`config.mk`:
```
export PLATFORM = sky130hd
export DESIGN_NAME = video_to_axis_packer
export DESIGN_NICKNAME = d
export VERILOG_FILES = /design/src/rtl/video_to_axis_packer_pkg.sv /design/src/rtl/vid_sync_fifo.sv /design/src/rtl/video_to_axis_packer.sv
export SDC_FILE = /design/constraint.sdc
export NUM_CORES = 1
export LEC_CHECK = 0
export ABC_CLOCK_PERIOD_IN_PS = 3900
export BUFFER_PORTS_ARGS = -buffer_cell sky130_fd_sc_hd__buf_2
export CAP_MARGIN = 20
export CORE_MARGIN = 2
export CORE_UTILIZATION = 55
export DETAILED_ROUTE_END_ITERATION = 8
export PLACE_DENSITY = 0.8
export SYNTH_ARGS = -nofsm -noshare
export SYNTH_HDL_FRONTEND = slang
export SYNTH_SLANG_ARGS = --single-unit
```
`constraint.sdc`:
```
create_clock -name pclk -period 3.9 [get_ports pclk]
set_input_delay 0.195 -clock pclk [delete_from_list [all_inputs] [get_ports pclk]]
set_output_delay 0.195 -clock pclk [all_outputs]
set_load 0.005 [all_outputs]
```
`src/rtl/video_to_axis_packer_pkg.sv`:
```
// ============================================================================
// SystemPkg: shared FSM state and FIFO entry types for video_to_axis_packer
// Rev 1.0
// ============================================================================
`default_nettype none

package SystemPkg;

  typedef enum logic [1:0] {
    ST_IDLE    = 2'd0,
    ST_WAIT_DE = 2'd1,
    ST_ACTIVE  = 2'd2,
    ST_DROP    = 2'd3
  } pack_state_e;

  // A FIFO entry is {entry_flags_t, pixel}; the pixel width follows DSIZE at the use site.
  typedef struct packed {
    logic sof;
    logic eol;
  } entry_flags_t;

endpackage

`default_nettype wire

```
`src/rtl/vid_sync_fifo.sv`:
```
// ============================================================================
// vid_sync_fifo: single-clock show-ahead FIFO, full/empty from registered pointers
// Rev 1.0
// ============================================================================
`default_nettype none

module vid_sync_fifo #(
  parameter int unsigned WIDTH = 26,
  parameter int unsigned DEPTH = 16
) (
  input  logic             clk,
  input  logic             rst,
  input  logic             i_push,
  input  logic [WIDTH-1:0] i_din,
  input  logic             i_pop,
  output logic [WIDTH-1:0] o_dout,
  output logic             o_full,
  output logic             o_empty
);

  localparam int unsigned AW = $clog2(DEPTH);
  localparam logic [AW:0] c_ptr_one = 1;

  logic [WIDTH-1:0] mem_q [DEPTH];
  logic [AW:0]      wr_ptr_q, wr_ptr_d;
  logic [AW:0]      rd_ptr_q, rd_ptr_d;
  logic             do_push, do_pop;

  // Full is judged on pointer state only, so a push into a full FIFO is refused
  // even when a pop happens in the same cycle.
  assign o_full  = (wr_ptr_q[AW] != rd_ptr_q[AW]) && (wr_ptr_q[AW-1:0] == rd_ptr_q[AW-1:0]);
  assign o_empty = (wr_ptr_q == rd_ptr_q);
  assign do_push = i_push && !o_full;
  assign do_pop  = i_pop && !o_empty;
  assign o_dout  = o_empty ? '0 : mem_q[rd_ptr_q[AW-1:0]];

  always_comb begin
    wr_ptr_d = wr_ptr_q;
    rd_ptr_d = rd_ptr_q;
    if (do_push) wr_ptr_d = wr_ptr_q + c_ptr_one;
    if (do_pop)  rd_ptr_d = rd_ptr_q + c_ptr_one;
  end

  always_ff @(posedge clk) begin
    if (rst) begin
      wr_ptr_q <= '0;
      rd_ptr_q <= '0;
    end else begin
      wr_ptr_q <= wr_ptr_d;
      rd_ptr_q <= rd_ptr_d;
    end
  end

  always_ff @(posedge clk) begin
    if (do_push) mem_q[wr_ptr_q[AW-1:0]] <= i_din;
  end

endmodule

`default_nettype wire

```
`src/rtl/video_to_axis_packer.sv`:
```
// ============================================================================
// video_to_axis_packer: packs vs/hs/de pixel timing into an AXI4-Stream video feed
// Rev 1.0
// ============================================================================
`default_nettype none

module video_to_axis_packer
  import SystemPkg::*;
#(
  parameter int unsigned DSIZE      = 24,
  parameter int unsigned FIFO_DEPTH = 16
) (
  input  logic             pclk,
  input  logic             prst,
  input  logic             enable,
  input  logic [15:0]      hactive,
  input  logic [15:0]      vactive,
  input  logic             vs,
  input  logic             hs,
  input  logic             de,
  input  logic [DSIZE-1:0] data,
  output logic [DSIZE-1:0] m_tdata,
  output logic             m_tvalid,
  output logic             m_tuser,
  output logic             m_tlast,
  input  logic             m_tready,
  input  logic             clear_err,
  output logic             overflow,
  output logic             line_err,
  output logic             frame_err
);

  // Input register stage
  logic             vs_q, vs_d, vs_rise_q, vs_rise_d, de_q, de_d;
  logic [DSIZE-1:0] data_q, data_d;
  logic             en_q, en_d;
  logic [15:0]      hact_q, hact_d, vact_q, vact_d;

  // Packing FSM and counters
  pack_state_e      state_q, state_d;
  logic [15:0]      pix_cnt_q, pix_cnt_d, line_cnt_q, line_cnt_d;
  logic             after_eol_q, after_eol_d;
  logic             overflow_q, overflow_d, line_err_q, line_err_d, frame_err_q, frame_err_d;
  logic             ovf_set, line_set, frame_set;
  logic             last_pix, last_line;

  // FIFO interface
  entry_flags_t     wr_flags, rd_flags;
  logic [DSIZE+1:0] wr_entry, rd_entry;
  logic             push, pop, fifo_full, fifo_empty;

  always_comb begin
    vs_d      = vs;
    vs_rise_d = vs & ~vs_q;
    // A pixel coinciding with hsync is malformed timing and is treated as blanking.
    de_d      = de & ~hs;
    data_d    = data;
    en_d      = en_q;
    hact_d    = hact_q;
    vact_d    = vact_q;
    if (vs_rise_d) begin
      en_d   = enable;
      hact_d = hactive;
      vact_d = vactive;
    end
  end

  always_ff @(posedge pclk) begin
    if (prst) begin
      vs_q      <= 1'b0;
      vs_rise_q <= 1'b0;
      de_q      <= 1'b0;
      data_q    <= '0;
      en_q      <= 1'b0;
      hact_q    <= '0;
      vact_q    <= '0;
    end else begin
      vs_q      <= vs_d;
      vs_rise_q <= vs_rise_d;
      de_q      <= de_d;
      data_q    <= data_d;
      en_q      <= en_d;
      hact_q    <= hact_d;
      vact_q    <= vact_d;
    end
  end

  assign last_pix  = (pix_cnt_q == hact_q - 16'd1);
  assign last_line = (line_cnt_q == vact_q - 16'd1);

  always_comb begin
    state_d     = state_q;
    pix_cnt_d   = pix_cnt_q;
    line_cnt_d  = line_cnt_q;
    after_eol_d = after_eol_q;
    wr_flags    = '0;
    push        = 1'b0;
    ovf_set     = 1'b0;
    line_set    = 1'b0;
    frame_set   = 1'b0;
    if (vs_rise_q) begin
      pix_cnt_d   = '0;
      line_cnt_d  = '0;
      after_eol_d = 1'b0;
      frame_set   = (state_q == ST_ACTIVE);
      state_d     = (en_q && hact_q != 16'd0 && vact_q != 16'd0) ? ST_WAIT_DE : ST_IDLE;
    end else if (state_q == ST_WAIT_DE || state_q == ST_ACTIVE) begin
      if (!de_q) begin
        after_eol_d = 1'b0;
        if (pix_cnt_q != 16'd0) begin
          line_set  = 1'b1;
          pix_cnt_d = '0;
        end
      end else if (after_eol_q) begin
        line_set = 1'b1;
      end else if (fifo_full) begin
        ovf_set = 1'b1;
        state_d = ST_DROP;
      end else begin
        push         = 1'b1;
        wr_flags.sof = (state_q == ST_WAIT_DE);
        wr_flags.eol = last_pix;
        state_d      = ST_ACTIVE;
        if (last_pix) begin
          pix_cnt_d   = '0;
          line_cnt_d  = line_cnt_q + 16'd1;
          after_eol_d = 1'b1;
          if (last_line) state_d = ST_IDLE;
        end else begin
          pix_cnt_d = pix_cnt_q + 16'd1;
        end
      end
    end
  end

  // Sticky flags: a set in the same cycle as clear_err wins.
  always_comb begin
    overflow_d  = (overflow_q  & ~clear_err) | ovf_set;
    line_err_d  = (line_err_q  & ~clear_err) | line_set;
    frame_err_d = (frame_err_q & ~clear_err) | frame_set;
  end

  always_ff @(posedge pclk) begin
    if (prst) begin
      state_q     <= ST_IDLE;
      pix_cnt_q   <= '0;
      line_cnt_q  <= '0;
      after_eol_q <= 1'b0;
      overflow_q  <= 1'b0;
      line_err_q  <= 1'b0;
      frame_err_q <= 1'b0;
    end else begin
      state_q     <= state_d;
      pix_cnt_q   <= pix_cnt_d;
      line_cnt_q  <= line_cnt_d;
      after_eol_q <= after_eol_d;
      overflow_q  <= overflow_d;
      line_err_q  <= line_err_d;
      frame_err_q <= frame_err_d;
    end
  end

  assign wr_entry = {wr_flags, data_q};
  assign pop      = m_tvalid & m_tready;

  vid_sync_fifo #(
    .WIDTH (DSIZE + 2),
    .DEPTH (FIFO_DEPTH)
  ) u_fifo (
    .clk     (pclk),
    .rst     (prst),
    .i_push  (push),
    .i_din   (wr_entry),
    .i_pop   (pop),
    .o_dout  (rd_entry),
    .o_full  (fifo_full),
    .o_empty (fifo_empty)
  );

  assign rd_flags  = rd_entry[DSIZE+1:DSIZE];
  assign m_tvalid  = ~fifo_empty;
  assign m_tuser   = rd_flags.sof;
  assign m_tlast   = rd_flags.eol;
  assign m_tdata   = rd_entry[DSIZE-1:0];
  assign overflow  = overflow_q;
  assign line_err  = line_err_q;
  assign frame_err = frame_err_q;

endmodule

`default_nettype wire

```
# Word level (Yosys, flattened, before mapping)
# Memory sizes are Yosys's and may differ from the RTL's. A register that Yosys moved wholly into a read port is not among the register bits.
# Cells that the tools add are included.
[classes]
n_addsub = 6
n_eq_ne = 10
mux = 43
bitwise_logic = 15
n_reduce_logical = 18
[op_table]
columns = ["operator", "n"]
rows = [
  ["$mux W16", 5],
  ["$reduce_bool A16 Y1", 3],
  ["$add A16 B1 Y16 const B", 2],
  ["$eq A16 B16 Y1", 2],
  ["$sub A16 B1 Y16 const B", 2],
  ["$mux W26", 1],
  ["$mux W2", 12],
  ["$mux W1", 23],
  ["$add A5 B1 Y5 const B", 2],
  ["$mux W4", 2],
  ["$and A1 B1 Y1", 6],
  ["$ne A2 B2 Y1 const B", 3],
  ["$not A1 Y1", 6],
  ["$reduce_bool A2 Y1", 3],
  ["$eq A5 B5 Y1", 1],
  ["$logic_and A1 B1 Y1", 5],
  ["$reduce_and A5 Y1", 1],
  ["$eq A4 B4 Y1", 1],
  ["$reduce_and A4 Y1", 1],
  ["$or A1 B1 Y1", 3],
  ["$reduce_and A3 Y1", 1],
  ["$eq A2 B1 Y1 const B", 1],
  ["$eq A2 B2 Y1 const B", 1],
  ["$logic_not A1 Y1", 2],
  ["other kinds (3)", 3],
]
[word_totals]
regBits = 108
ramBits = 416
out_inout_bits = 30
word_cells = 109
n_memories = 1
[mem_list]
columns = ["name", "words", "word_bits", "rd", "rd_clocked_by_memory_dff", "write_ports", "line_no", "rtl"]
rows = [
  ["u_fifo.mem_q", 16, 26, 1, 1, 1, "vid_sync_fifo.sv:24", "logic [WIDTH-1:0] mem_q [DEPTH];"],
]

# Longest topological paths before layout
# Gate-level depths: netlist (run 1).
[logic_depth]
depth_word = 10
ltp_mapped = 13
depth_no_buf = 9

# Cells and area by module
# A second synthesis (run 1) with hierarchy kept.
[unflattened]
hier_cells = 1387
area_unflattened_um2 = 21617.0
[modules_own_cells]
columns = ["module", "n_inst", "cells_per_inst", "area_per_inst_um2", "seq_area_each_um2"]
rows = [
  ["vid_sync_fifo", 1, 744, 16460.8, 12772.2],
  ["video_to_axis_packer", 1, 643, 5156.2, 1961.9],
]

# Worst setup path before layout (run 1)
# Ideal clock, no wire load.
[synth_timing]
kind = "register -> register"
start = "reg state_q[0]"
end = "mem u_fifo.mem_q[3][0], enable pin"
setup_time_ns = 0.441
t_arrival_ns = 3.815
required_time_ns = 3.459
slack_ns = -0.357
path_stages_with_launch = 8
path_buffers = 1
synth_period_minus_slack_ns = 4.257
path_cell_list = "dfxtp_1 -> inv_1 -> ha_1 -> or3_1 -> clkbuf_1 -> nor3_1 -> nand2_1 -> nor3_1"
[synth_via]
elab_chain_cells = 7
[synth_rtl]
columns = ["item", "line_no", "rtl"]
rows = [
  ["start, declared", "video_to_axis_packer.sv:40", "pack_state_e state_q, state_d;"],
  ["start signal, assigned", "video_to_axis_packer.sv:153", "state_q <= state_d;"],
  ["$eq A2 B1 Y1 or $eq A2 B2 Y1 (tied branches)", "video_to_axis_packer.sv:107", "end else if (state_q == ST_WAIT_DE || state_q == ST_ACTIVE) begin"],
  ["$logic_or A1 B1 Y1 (*)", "video_to_axis_packer.sv:107", ""],
  ["$mux W1 (*)", "video_to_axis_packer.sv:107", ""],
  ["$mux W1 (*)", "video_to_axis_packer.sv:101", "if (vs_rise_q) begin"],
  ["$logic_and A1 B1 Y1 (*)", "vid_sync_fifo.sv:33", "assign do_push = i_push && !o_full;"],
  ["$mux W1 (*)", "vid_sync_fifo.sv:55", "if (do_push) mem_q[wr_ptr_q[AW-1:0]] <= i_din;"],
  ["$mux W1 (not written as such) (*)", "vid_sync_fifo.sv:55", ""],
  ["end, declared", "vid_sync_fifo.sv:24", ""],
]
# Mark *: on every way between the ends. The rest lies on a longest branch, timed or not.

# Worst setup path after layout (run 1)
[layout_timing]
start = "reg hact_q[5]"
end = "reg line_cnt_q[4]"
[layout_via]
elab_chain_cells = 3
[layout_rtl]
columns = ["item", "line_no", "rtl"]
rows = [
  ["start, declared", "video_to_axis_packer.sv:37", "logic [15:0] hact_q, hact_d, vact_q, vact_d;"],
  ["start signal, assigned", "video_to_axis_packer.sv:83", "hact_q <= hact_d;"],
  ["$sub A16 B1 Y16", "video_to_axis_packer.sv:88", "assign last_pix = (pix_cnt_q == hact_q - 16'd1);"],
  ["$eq A16 B16 Y1", "video_to_axis_packer.sv:88", ""],
  ["$reduce_and A5 Y1 (no source line)", "-", ""],
  ["end signal, assigned", "video_to_axis_packer.sv:155", "line_cnt_q <= line_cnt_d;"],
  ["end, declared", "video_to_axis_packer.sv:41", "logic [15:0] pix_cnt_q, pix_cnt_d, line_cnt_q, line_cnt_d;"],
]
# Every way passes these cells.
# A chain may end at the register's enable or synchronous reset.

==> reports/summary.txt, run 1 <==
Vias after detailed routing: 12,520
Worst supply voltage drop on vdd: 0.3311 mV
Final-layout fill cell count: 2,583
R2r startpoint: hact_q[5]$_SDFFE_PP0P_
Fraction of final layout cells sized beyond drive strength 1: 25.02%
First element of the critical path: hact_q[5]$_SDFFE_PP0P_
Synthesized instance count: 1,322
Final ANT Viol Nets: 0
Cell family with the largest share of critical-path delay: simple AND/OR/NAND/NOR gates
Weighted congestion at the end of routability-driven global placement: 0.8830
Run status: complete, no violations
Effective utilization at floorplan: 55.73%
Area leader, netlist: sky130_fd_sc_hd__edfxtp_1
Vert. Die Dim: 202.1 µm
Clock Sinks: 528
Post-route minimum period: 3656 ps
Clock slew at reported path FFs: 60 ps
Area post-placement: 22,800 µm²
Seq/Total Area, Yosys: 68.25%
N_diodes: 0
Cell variety after synth: 62
Drt first pass iters: 5
Warnings, synthesis: 0
CP Buf/Inv Count: 1
CTS tree: done
Overall die width: 202.1 µm
Critical-path cell with the highest stage delay: sky130_fd_sc_hd__or4b_2
Clock Skews: 22.08 ps
Highest Clock Rate: 273.5 MHz
Final count of hold timing violations: 0
Crit path depth: 8
Number of placement rows: 72
Endpoint class of the critical path: register
Input/output buffers: 93
Worst slew slack as a fraction of its limit: 24.26%
Syn-to-layout area delta: 17.06%
Most numerous cell in the Yosys netlist: sky130_fd_sc_hd__edfxtp_1
Max-slew violation total from the final report: 0
Final layout net count: 1,557
Core Box Area: 38,740 µm²
Top cells by instance count after synthesis: sky130_fd_sc_hd__edfxtp_1, sky130_fd_sc_hd__mux4_2, sky130_fd_sc_hd__dfxtp_1
Root buffer cell: sky130_fd_sc_hd__clkbuf_16
Req. time, crit path: 4340 ps
Mean instance size in the synthesized netlist: 16.33 µm²
CTS Buf Count: 50
Synthesized netlist net count: 1,398
Fin util: 65.23%
CTS max path bufs: 3
Cell-by-cell listing of the critical path: or4_1 -> or4b_2 -> mux2i_1 -> a32o_1 -> or4b_1 -> buf_4 -> o311ai_0 -> o41ai_1
Transition time at the pin with the least slew margin: 1133 ps
Insertion delay to the later sink of the worst-skew pair: 590 ps
Area of the mapped netlist: 21,590 µm²
Top area cells in the synthesized netlist: sky130_fd_sc_hd__edfxtp_1, sky130_fd_sc_hd__mux4_2, sky130_fd_sc_hd__dfxtp_1
Number of top-level pins: 94
Slowest Stage Delay on Critical Path: 760 ps
CP endpoint: line_cnt_q[4]$_SDFFE_PP0P_
Final routed DRC violation total: 0
Post-synthesis async set-or-reset flop share: 0%
Flops & latches, synth: 528
Number of global-route vias before repair: 12,590
Gr ovfl total: 0
Detailed-route wire length: 49,470 µm
Leak pwr: 8.185 nW
Crit path max fanout: 22
Placed wire-length estimate: 26,230 µm
Initial antenna violation count: 0
Maximum number of pins on one net before global-route repair: 73
Most used DFF post-synth: sky130_fd_sc_hd__edfxtp_1
Number of levels the H-tree was split into: 2
RSZ-0062 raised after global routing: false
Count of max-cap constraint violations: 0
Hold crit path type: in -> reg
Worst setup path category: reg -> reg
Proportion of netlist area held by the largest area contributor: 57.87%
Global-route wire length before repair: 74,440 µm
Power Dens Cells: 460.0 nW/µm²
Reg2reg end: line_cnt_q[4]$_SDFFE_PP0P_
Per-cell via count in the routed design: 6.132
Type of element launching the critical path: register
Flop-to-flop setup slack: 240 ps
Post-cts sizing count: 0
Wirelength per Cell: 24.24 µm
Combined global-route utilization of all metal layers: 24.44%
Final cell area excluding filler cells: 25,270 µm²
Initial detailed-routing violation count: 1,133
Number of cell instances on the worst register-to-register path: 8
CP Data Arrival Time: 4100 ps
Part of the cycle the worst path needs: 93.74%
Number of synthesized flops with an enable pin: 416
Area of the die: 40,850 µm²
Final number of setup-violating endpoints: 0
worst min-delay path by stage:
| stage | startpoint | endpoint | slack, ps | cells after the start |
|---|---|---|---|---|
| after detailed placement | hs | de_q$_SDFF_PP0_ | 380 | 2 |
| final | m_tready | register | 190 | 4 |
| after CTS | m_tready | register | 160 | 4 |
| after floorplan | hs | de_q$_SDFF_PP0_ | 270 | 1 |
| after global placement | hs | de_q$_SDFF_PP0_ | 380 | 2 |
| after global routing | m_tready | u_fifo.rd_ptr_q[1]$_SDFFE_PP0P_ | 210 | 4 |
cell type report:
class	count	area, µm²	area share, %
clock buffer	69	1404	5.556
clock inverter	25	314.1	1.243
inverter	18	67.56	0.2674
multi-input combinational	689	6570	26.00
sequential	528	14740	58.34
tap	518	648.1	2.565
timing repair buffer	194	1523	6.026
per-stage QoR:
stage / total power (W) / hold slack, ps / worst slack, ps / TNS [ps] / cells
floorplan: 0.006543 / 271.1 / -277.7 / -18820 / 1322
global placement: 0.006664 / 382.0 / 423.7 / 0 / 1876
detailed placement: 0.006681 / 381.8 / 325.1 / 0 / 1877
CTS: 0.01171 / 159.6 / 269.3 / 0 / 2036
global route: 0.01195 / 214.4 / 138.0 / 0 / 2041
finish: 0.01162 / 189.9 / 244.3 / 0 / 2041
cell families after synthesis:
family | count (synthesis) | synth area share [%]
adders and majority gates | 12 | 0.6955
xor gates and xnor gates | 58 | 2.353
DFF | 528 | 68.25
muxes | 149 | 14.45
AOI/OAI and AO/OA | 109 | 3.281
and+or+nand+nor | 361 | 9.013
buffers and inverters | 105 | 1.953
cell usage in the layout, fill, tap and decap left out, types with 7 or more instances in the layout:
master and n:
sky130_fd_sc_hd__nand3_1 19, sky130_fd_sc_hd__o41ai_1 7, sky130_fd_sc_hd__clkbuf_1 12, sky130_fd_sc_hd__edfxtp_1 416, sky130_fd_sc_hd__ha_1 12, sky130_fd_sc_hd__xor2_1 24
sky130_fd_sc_hd__clkbuf_16 51, sky130_fd_sc_hd__nor4_1 15, sky130_fd_sc_hd__or3_1 24, sky130_fd_sc_hd__nor4_2 7, sky130_fd_sc_hd__mux4_2 130, sky130_fd_sc_hd__nor3_1 20
sky130_fd_sc_hd__dlygate4sd3_1 65, sky130_fd_sc_hd__nor2_4 12, sky130_fd_sc_hd__nor4b_1 7, sky130_fd_sc_hd__xnor2_1 34, sky130_fd_sc_hd__buf_2 92, sky130_fd_sc_hd__dfxtp_1 109
sky130_fd_sc_hd__o311ai_0 7, sky130_fd_sc_hd__clkinv_2 9, sky130_fd_sc_hd__mux2i_1 18, sky130_fd_sc_hd__nand2_1 100, sky130_fd_sc_hd__nor2b_1 60, sky130_fd_sc_hd__nand4_1 16
sky130_fd_sc_hd__a21oi_1 49, sky130_fd_sc_hd__nor2_1 39, sky130_fd_sc_hd__buf_4 26, sky130_fd_sc_hd__o21ai_0 11, sky130_fd_sc_hd__inv_1 18
tightest hold or removal path, stage by stage:
cell and delay [ps]:
sky130_fd_sc_hd__buf_2 120, sky130_fd_sc_hd__nor2b_1 190, sky130_fd_sc_hd__xnor2_1 160, sky130_fd_sc_hd__nor2_1 80
state kept, by name, indices dropped and copies added, names as in the netlist, named ones only:
signal / flops
hact_q: 16
after_eol_q: 1
frame_err: 1
overflow: 1
state_q: 2
u_fifo.rd_ptr_q: 5
line_err: 1
pix_cnt_q: 16
line_cnt_q: 16
vact_q: 16
de_q: 1
vs_q: 1
en_q: 1
data_q: 24
u_fifo.mem_q: 416
u_fifo.wr_ptr_q: 5
vs_rise_q: 1
per-layer routing:
| metal | GRT usage (%) | up-vias | wire (µm) |
|---|---|---|---|
| met3 | 3.886 | 93 | 3575 |
| li1 | - | 5471 | - |
| met1 | 31.11 | 6396 | 18710 |
| met2 | 43.41 | 556 | 25840 |
| met4 | 7.456 | 0 | 1343 |
| met5 | 0 | - | 0 |
power breakdown:
group          switching (W)  internal, W
logic               0.000215     0.000229
registers          0.0000901      0.00609
clock network        0.00211      0.00289
what timing repair did:
item                      CTS  global route
buffers inserted            0             0
hold buffers               65             0
hold endpoints to repair   67             0
Note: power is estimated with default switching activity, not from simulation.
==> run 2: changes to the inputs <==
- ABC_CLOCK_PERIOD_IN_PS: 3900 -> 3960
- CORE_UTILIZATION: 55 -> 61
- PLACE_DENSITY: 0.8 -> 0.84
- clock period: 3.9 -> 3.96 ns (I/O delays scaled with it)
==> reports/summary.txt, run 2 (synthesis results as in run 1) <==
Part of the cycle the worst path needs: 93.25% (-0.49 points)
Flop pwr share: 53.1% (about the same)
Commonest cells after routing, fill and taps aside: sky130_fd_sc_hd__edfxtp_1, sky130_fd_sc_hd__mux4_2, sky130_fd_sc_hd__dfxtp_1
Area post-placement: 22,800 µm² (about the same)
Area of the die: 36,910 µm² (-9.6%)
Clock Sinks: 528 (unchanged)
Endpoint class of the critical path: register
Core Box Area: 34,710 µm² (-10%)
Count of max-cap constraint violations: 0 (unchanged)
Logic pwr share: 3.8% (about the same)
Effective utilization at floorplan: 62.19% (+6.5 points)
Global-route wire length before repair: 78,590 µm (+5.6%)
Maximum number of pins on one net before global-route repair: 89 (+22%)
Largest register FFs: 416 (unchanged)
Most common library cell in the layout ignoring fill and taps: sky130_fd_sc_hd__edfxtp_1
Sequential cell area: 14,740 µm² (unchanged)
Transition time at the pin with the least slew margin: 999.9 ps (-133.5 ps)
Final cell area excluding filler cells: 25,140 µm² (-0.51%)
Drt first pass iters: 7 (+2)
Fraction of final layout cells sized beyond drive strength 1: 25.02% (about the same)
Gr ovfl total: 0 (unchanged)
TNS Setup: 0 ps (unchanged)
Final count of hold timing violations: 0 (unchanged)
Initial detailed-routing violation count: 1,091 (-3.7%)
Placed wire-length estimate: 27,600 µm (+5.2%)
CTS Buf Count: 51 (+2.0%)
Insertion delay to the later sink of the worst-skew pair: 610 ps (+20 ps)
Crit path max fanout: 23 (+4.5%)
Worst setup path category: reg -> reg
Wirelength per Cell: 26.42 µm (+9.0%)
Detailed-route wire length: 52,370 µm (+5.9%)
Highest Clock Rate: 270.8 MHz (-1.0%)
Final layout net count: 1,560 (+0.19%)
Final-layout fill cell count: 2,013 (-22%)
Count of buffers added by post-CTS timing repair for setup: 0 (unchanged)
Fin util: 72.42% (+7.2 points)
Weighted congestion at the end of routability-driven global placement: 0.8876 (+0.52%)
CTS tree: done
Multi-input gate area: 6573 µm² (about the same)
Clock Skews: 26.83 ps (+4.756 ps)
Final ANT Viol Nets: 0 (unchanged)
Pre-CTS worst setup slack: 243.3 ps (-81.82 ps)
Syn-to-layout area delta: 16.46%
Req. time, crit path: 4470 ps (+130 ps)
Number of global-route vias before repair: 12,890 (+2.4%)
Input/output buffers: 93 (unchanged)
Combined global-route utilization of all metal layers: 29.31% (+4.9 points)
Root buffer cell: sky130_fd_sc_hd__clkbuf_16
Overall die width: 192.1 µm (-4.9%)
Clock slew at reported path FFs: 60 ps (about the same)
Final number of setup-violating endpoints: 0 (unchanged)
Clock power frac: 43.1% (about the same)
Final setup slack of the worst path: 267.4 ps (+23.02 ps)
Flop-to-flop setup slack: 270 ps (+20 ps)
Number of top-level pins: 94 (unchanged)
Power Dens Cells: 455.8 nW/µm² (-0.90%)
Post-route minimum period: 3693 ps (+36.98 ps)
RSZ-0062 raised after global routing: false
CP Data Arrival Time: 4200 ps (+100 ps)
Worst supply voltage drop on vdd: 0.4434 mV (+34%)
Hold crit path type: in -> reg
Max-slew violation total from the final report: 0 (unchanged)
Number of placement rows: 68 (-5.6%)
Final routed DRC violation total: 0 (unchanged)
Net switching power: 0.002410 W (-0.33%)
Run status: complete, no violations
CTS max path bufs: 3 (unchanged)
Switching Fraction: 21.03% (+0.23 points)
Initial antenna violation count: 0 (unchanged)
Per-cell via count in the routed design: 6.461 (+5.4%)
Worst hold margin: 206.5 ps (+16.55 ps)
Total internal power: 0.009050 W (-1.7%)
Type of element launching the critical path: register
Vert. Die Dim: 192.1 µm (-4.9%)
Number of levels the H-tree was split into: 2 (unchanged)
Vias after detailed routing: 12,810 (+2.3%)
Worst slew slack as a fraction of its limit: 33.34% (+9.1 points)
N_diodes: 0 (unchanged)
Leak pwr: 8.181 nW (about the same)
-- run 2: changes by cell type in the layout (fill, tap and decap cells not counted), sizes merged --
| cell | change |
|---|---|
| bufinv | +1 |
| clkinvlp | -3 |
| clkinv | +6 |
| dlygate4sd3 | -3 |
| buf | +5 |
| clkbuf | -3 |
| inv | +1 |
-- run 2: power by group through the flow --
stage          Combinational, W  Sequential, W  Clock [W]
2_1_floorplan          0.000277        0.00617          0
3_3_place_gp           0.000364        0.00620          0
3_5_place_dp           0.000372        0.00620          0
4_1_cts                0.000424        0.00609    0.00499
5_1_grt                0.000477        0.00610    0.00518
6_report               0.000437        0.00609    0.00493
-- run 2: worst max-delay path, stage by stage, from the launching register on --
cell and delay (ps):
sky130_fd_sc_hd__dfxtp_1 350, sky130_fd_sc_hd__inv_1 80, sky130_fd_sc_hd__ha_2 270, sky130_fd_sc_hd__or4b_1 510
sky130_fd_sc_hd__buf_4 190, sky130_fd_sc_hd__or4_4 510, sky130_fd_sc_hd__a221oi_2 270, sky130_fd_sc_hd__o21ai_1 100
sky130_fd_sc_hd__or4b_1 500, sky130_fd_sc_hd__buf_4 240, sky130_fd_sc_hd__nor4_2 340, sky130_fd_sc_hd__mux2i_1 240
-- run 2: cell type report --
type,count,share of cell area (%)
clock inverters,30,1.339
well taps,455,2.264
inverters,18,0.2687
multi-input cells,689,26.14
clock buffers,66,5.380
flip-flops and latches,528,58.64
repair buffers,196,5.962
-- run 2: path summary, 6_finish.rpt --
kind / startpoint / to / cells past startpoint
worst min register to register: en_q$_SDFFE_PP0P_ / en_q$_SDFFE_PP0P_ / 2
worst min-delay path: m_tready / u_fifo.rd_ptr_q[4]$_SDFFE_PP0P_ / 5
worst max-delay path: hact_q[0]$_SDFFE_PP0P_ / line_cnt_q[12]$_SDFFE_PP0P_ / 11
worst max register to register: hact_q[0]$_SDFFE_PP0P_ / line_cnt_q[12]$_SDFFE_PP0P_ / 11
-- run 2: routing by layer --
metal | part of all wire, % | global-route usage [%]
met1 | 37 | 37.81
met2 | 52 | 50.86
met3 | 7.2 | 4.276
met4 | 3.2 | 10.89
met5 | 0 | 0
-- run 2: what timing repair did --
item,4_1_cts,5_1_grt
endpoints found under the setup margin,0,1
hold buffers,62,0
endpoints found under the hold margin,64,0
resized for setup,0,1
-- run 2: stage by stage --
step,total power (W),std cells
after floorplan,0.006444,1322
after global placement,0.006559,1821
after detailed placement,0.006576,1822
after CTS,0.01150,1980
after global routing,0.01176,1982
final,0.01146,1982
